===== config.mk =====
export PLATFORM = sky130hd
export DESIGN_NAME = mem_responder
export DESIGN_NICKNAME = d
export VERILOG_FILES = /design/src/rtl/mem_responder.sv
export SDC_FILE = /design/constraint.sdc
export NUM_CORES = 2
export LEC_CHECK = 0
export BUFFER_PORTS_ARGS = -buffer_cell sky130_fd_sc_hd__buf_2
export CAP_MARGIN = 20
export CORE_MARGIN = 4
export CORE_UTILIZATION = 62
export CTS_CLUSTER_DIAMETER = 40
export CTS_CLUSTER_SIZE = 16
export DETAILED_ROUTE_END_ITERATION = 8
export PLACE_DENSITY = 0.79
export SKIP_CTS_REPAIR_TIMING = 1
export SYNTH_ARGS = -nofsm -noshare
export SYNTH_HDL_FRONTEND = slang
export SYNTH_SLANG_ARGS = --single-unit
export TNS_END_PERCENT = 30

===== constraint.sdc =====
create_clock -name clk -period 4.4 [get_ports clk]
set_input_delay 0.22 -clock clk [delete_from_list [all_inputs] [get_ports clk]]
set_output_delay 0.22 -clock clk [all_outputs]
set_load 0.005 [all_outputs]

===== src/rtl/mem_responder.sv =====
// ---------------------------------------------------------------------------
// mem_responder
//
// Purpose:
//   This is the memory-side responder for the multicycle core's fetch and
//   load/store traffic. It accepts one word request at a time over a
//   valid/ready handshake. It services the request from an internal
//   word-addressed RAM. After WAIT_CYCLES idle cycles it returns a
//   single-cycle response pulse.
//
// Parameters:
//   DEPTH_WORDS  RAM depth in 32-bit words (power of two, >= 2)
//   WAIT_CYCLES  idle cycles between acceptance and response (0..15)
//
// Configuration macro:
//   MEM_RESPONDER_ERR_EN  When defined, addresses beyond the RAM are flagged
//                         with rsp_err and their writes are dropped. When
//                         undefined, the word index wraps modulo DEPTH_WORDS
//                         and rsp_err is tied to 0.
//
// Ports:
//   clk        in   rising-edge clock
//   reset      in   asynchronous active-low reset
//   req_valid  in   initiator has a request
//   req_ready  out  responder can accept (decoded from state only)
//   req_we     in   1 = write, 0 = read
//   req_addr   in   32-bit byte address; bits [1:0] are ignored
//   req_wdata  in   write data
//   rsp_valid  out  one-cycle response pulse
//   rsp_rdata  out  read data (0 for writes and errors), held until the next response
//   rsp_err    out  address out of range, held until the next response
//   dbg_state  out  current FSM state (0 = IDLE, 1 = WAIT, 2 = RESP)
//
// Handshake:
//   A request transfers on a rising edge where req_valid & req_ready are both 1.
//   req_ready never depends on req_valid. The initiator holds its request
//   stable until that edge. req_valid seen while req_ready is 0 is ignored.
//   rsp_valid is high for exactly one cycle per accepted request. There is
//   no back-pressure on the response.
// ---------------------------------------------------------------------------
module mem_responder #(
  parameter int DEPTH_WORDS = 64,
  parameter int WAIT_CYCLES = 2
) (
  input  logic        clk,
  input  logic        reset,
  input  logic        req_valid,
  output logic        req_ready,
  input  logic        req_we,
  input  logic [31:0] req_addr,
  input  logic [31:0] req_wdata,
  output logic        rsp_valid,
  output logic [31:0] rsp_rdata,
  output logic        rsp_err,
  output logic [1:0]  dbg_state
);

  localparam int AW = $clog2(DEPTH_WORDS);
  localparam logic [3:0] WAIT_LOAD = (WAIT_CYCLES == 0) ? 4'd0 : 4'(WAIT_CYCLES - 1);

  typedef enum logic [1:0] {
    IDLE = 2'd0,
    WAIT = 2'd1,
    RESP = 2'd2
  } state_t;

  state_t      state, state_next;
  logic [3:0]  cnt, cnt_next;
  logic        accept;
  logic        in_range;
  logic [AW-1:0] index;
  logic [31:0] mem [DEPTH_WORDS];

  assign index = req_addr[AW+1:2];

`ifdef MEM_RESPONDER_ERR_EN
  logic unused_addr_bits;
  assign unused_addr_bits = ^req_addr[1:0];
  assign in_range = (req_addr[31:AW+2] == '0);
`else
  // Upper address bits are dropped so the index wraps modulo DEPTH_WORDS.
  logic unused_addr_bits;
  assign unused_addr_bits = ^{req_addr[31:AW+2], req_addr[1:0]};
  assign in_range = 1'b1;
`endif

  assign req_ready = (state == IDLE);
  assign rsp_valid = (state == RESP);
  assign accept    = req_valid & req_ready;
  assign dbg_state = state;

  // State register and wait counter
  always_ff @(posedge clk or negedge reset) begin
    if (!reset) begin
      state <= IDLE;
      cnt   <= 4'd0;
    end else begin
      state <= state_next;
      cnt   <= cnt_next;
    end
  end

  // Next-state and counter logic
  always_comb begin
    state_next = state;
    cnt_next   = cnt;
    case (state)
      IDLE: begin
        if (accept) begin
          if (WAIT_CYCLES == 0) begin
            state_next = RESP;
          end else begin
            state_next = WAIT;
            cnt_next   = WAIT_LOAD;
          end
        end
      end
      WAIT: begin
        if (cnt == 4'd0) begin
          state_next = RESP;
        end else begin
          cnt_next = cnt - 4'd1;
        end
      end
      RESP: begin
        state_next = IDLE;
      end
      default: begin
        state_next = IDLE;
        cnt_next   = 4'd0;
      end
    endcase
  end

  // The response is captured at the accept edge. A read therefore sees
  // every write accepted before it.
  always_ff @(posedge clk or negedge reset) begin
    if (!reset) begin
      rsp_rdata <= 32'd0;
      rsp_err   <= 1'b0;
    end else if (accept) begin
      rsp_err   <= ~in_range;
      rsp_rdata <= (req_we || !in_range) ? 32'd0 : mem[index];
    end
  end

  // RAM storage is not reset. The reset gate keeps a request that is held
  // during reset from committing before it is actually accepted.
  always_ff @(posedge clk) begin
    if (reset && accept && req_we && in_range) begin
      mem[index] <= req_wdata;
    end
  end

endmodule


==> results.ini <==
[outcome]
status = finished, final reports clean

[drt]
totalWireLength_mm = 220
wl_per_cell_um = 33.5
vias = 47800
wl_met2_mm = 101
drcViolationCount = 0
top_layer = met5
viasPerCell = 7.30
m1WireLength_mm = 75.2
drt_iter0_markers = 8291
wl_met3_mm = 30.0
postRouteAntennaNets = 0
firstDrtPassIters = 7

[final_layout]
drive_gt1_share_pct = 18.3
fillers = 7423
area_growth_pct = 13.1
fin_area_sq_mm = 0.0902
nets = 4800

[logic_synthesis]
yosysTopAreaCell = edfxtp_1
synth_fp_nets = 4643
synth_edf_count = 2048
async_flop_share_pct = 1.82
synth.avg_cell_area_sq_um = 17.4
syn-cell-area_sq_mm = 0.0798
netlist-cell-type-count = 71
netlist_top_cells_count = edfxtp_1, a22oi_1, a221oi_1, o22ai_1, nor2_1
synth_cells = 4573
seq_area_frac_synth_pct = 78.3
synth_area_leaders = edfxtp_1, a22oi_1, a221oi_1, mux2i_1, mux2_2
yosysTopAreaCellShare_pct = 77.1
ys_ff_latch = 2086
synth.most_common_cell = edfxtp_1
ys.flop_type = edfxtp_1
yosys_warnings = 0

[power_and_ir_drop]
ir_worst_vdd_mv = 0.453
power.switching_uw = 9860
p_comb_share_pct = 6.4
clkPwrFrac_pct = 41.1
p_leak_uw = 0.0283
p_sw_share_pct = 23.4
p_total_uw = 42100
p_int_uw = 32300
power_frac_seq_pct = 52.5
power_density_mw_per_mm2 = 467

[floorplanning]
placementRows = 131
dieArea_sq_mm = 0.135
start_util_pct = 62.5
pin_count = 105
fp.dieW_um = 367
coreArea_sq_mm = 0.128
die_h_um = 367

[clocking]
cts_max_level = 4
cts_buffers = 193
path_clk_slew_ns = 0.07
root_buffer = clkbuf_16
clkLatencyLatePin_ns = 0.84
cts_tree = done
clock_path_buffers = 3
clkSinkCount = 2086

[timing]
finalSetupViolations = 0
rsz0062_at_grt = false
fin_skew_ns = 0.0393
max-slew-margin-rel_pct = 17.3
worstMarginPinSlew_ns = 1.23
post-route-period-util_pct = 84.5
fmax_mhz = 269
finalHoldViolations = 0
setup_tns_ns = 0
slew_viol_final = 0
min_period_ns = 3.72

[grt]
antenna_found_initial = 8
grt_pass1_wl_mm = 316
grt_use_total_pct = 32.1
grt_remaining_overflow = 0
grt_max_degree = 118
grt_pass1_vias = 46200

[critical_path]
path_cells = or3b_2, nor3_1, nand2_1, nor2_4, buf_12
critPathTopFamily = simple AND/OR/NAND/NOR gates
crit_path_max_incr_delay_ns = 0.86
critPathBufInv = 1
cp_max_fo = 20
crit_arrival_ns = 4.25
end_kind = flip-flop
critPathLaunchType = flip-flop
cpMaxStageDelayCell = or3b_2
worstPathRequired_ns = 4.93
crit_type = reg2reg

[placed_design]
dpl_cell_area_sq_mm = 0.0833
dp_hpwl_mm = 124
gp_congestion = 0.889
io_buffer_count = 77

[min_path]
hold_class = in2reg

[job]
cap_violations = 0

## path summary, 6_finish.rpt
kind / slack, ns / cells past startpoint / start / endpoint
max: 0.68 / 5 / dbg_state[0] / mem[28][12]
min: 0.06 / 2 / req_wdata[3] / mem[28][3]
max reg2reg: 0.68 / 5 / dbg_state[0] / mem[28][12]
min reg2reg: 0.53 / 2 / cnt[1] / cnt[1]
max in group asynchronous: 3.80 / 3 / reset / rsp_rdata[27]
min in group asynchronous: 0.08 / 3 / reset / cnt[1]
## placed cells by master, fill, tap and decap left out, drive strengths merged, types with 6 or more instances in the layout
master | Yosys | routed
or3b | 15 | 15
a22o | 10 | 10
nand3 | 9 | 9
dfrtp | 38 | 38
diode | 0 | 6
o221a | 14 | 14
clkbuf | 131 | 203
a2111oi | 14 | 14
a221oi | 193 | 193
a31oi | 18 | 18
clkinv | 0 | 64
inv | 10 | 55
a22oi | 522 | 522
clkinvlp | 0 | 15
nand2 | 104 | 104
nor4 | 32 | 32
nor2b | 8 | 8
o221ai | 16 | 16
a32oi | 28 | 28
o21ai | 111 | 111
mux4 | 10 | 10
o22a | 13 | 13
o2bb2ai | 24 | 24
edfxtp | 2048 | 2048
a21oi | 153 | 153
a211o | 13 | 13
mux2i | 164 | 164
nor3 | 17 | 17
mux2 | 123 | 123
buf | 219 | 301
o22ai | 183 | 183
bufinv | 0 | 21
and4 | 16 | 16
dlygate4sd3 | 0 | 11
nor2 | 181 | 181
or3 | 29 | 29
o311a | 12 | 12
o211ai | 26 | 26
a211oi | 20 | 20
## power groups by stage
stage	logic (uW)	registers [uW]	clock network, uW
floorplan	1360	22500	0
global placement	2480	22500	0
detailed placement	2560	22500	0
CTS	2590	22100	17400
global route	2800	22100	18300
finish	2700	22100	17300
## kinds of logic after synthesis
group                      synth area share (%)
AOI/OAI and AO/OA                          12.7
xor gates and xnor gates                 0.0220
adders and majority gates                0.0314
buffers and inverters                      2.19
DFF                                        78.3
muxes                                      4.13
other                                   0.00470
and+or+nand+nor                            2.62
## flip-flops by register name (all words and copies together), names as in the netlist
signal / cells
dbg_state: 2
mem: 2048
rsp_rdata: 32
cnt: 4
## through the flow
step	utilization, %	instances	setup slack, ns	hold slack [ns]
global placement	65.3	6177	0.848	0.404
floorplan	-	4573	0.784	-0.0756
CTS	70.4	6525	0.800	-0.474
global route	70.7	6545	0.571	0.0823
finish	70.7	6551	0.682	0.0603
detailed placement	65.3	6177	0.799	0.407
## worst register-to-register path: cells and delay by family (launching register included)
family	cells	cell delay, ns
buffers and inverters	1	0.26
AND/OR/NAND/NOR	4	2.66
flip-flops	1	0.48
## per-layer routing
layer,up-vias,global-route usage [%]
met1,23700,43.3
met4,6,17.3
met3,729,8.01
li1,19300,-
met2,4021,48.8
met5,-,0
## cell type report
class / instances / area (sq um) / share of cell area (%)
Antenna cell: 6 / 15.0 / 0.0166
Sequential cell: 2086 / 62400 / 69.2
Clock inverter: 145 / 1730 / 1.92
Tap cell: 1662 / 2080 / 2.30
Multi-Input combinational cell: 2127 / 16200 / 17.9
Clock buffer: 203 / 4880 / 5.40
Inverter: 10 / 40.0 / 0.0444
Timing Repair Buffer: 312 / 2890 / 3.20
Power figures use the tool's default switching activity.
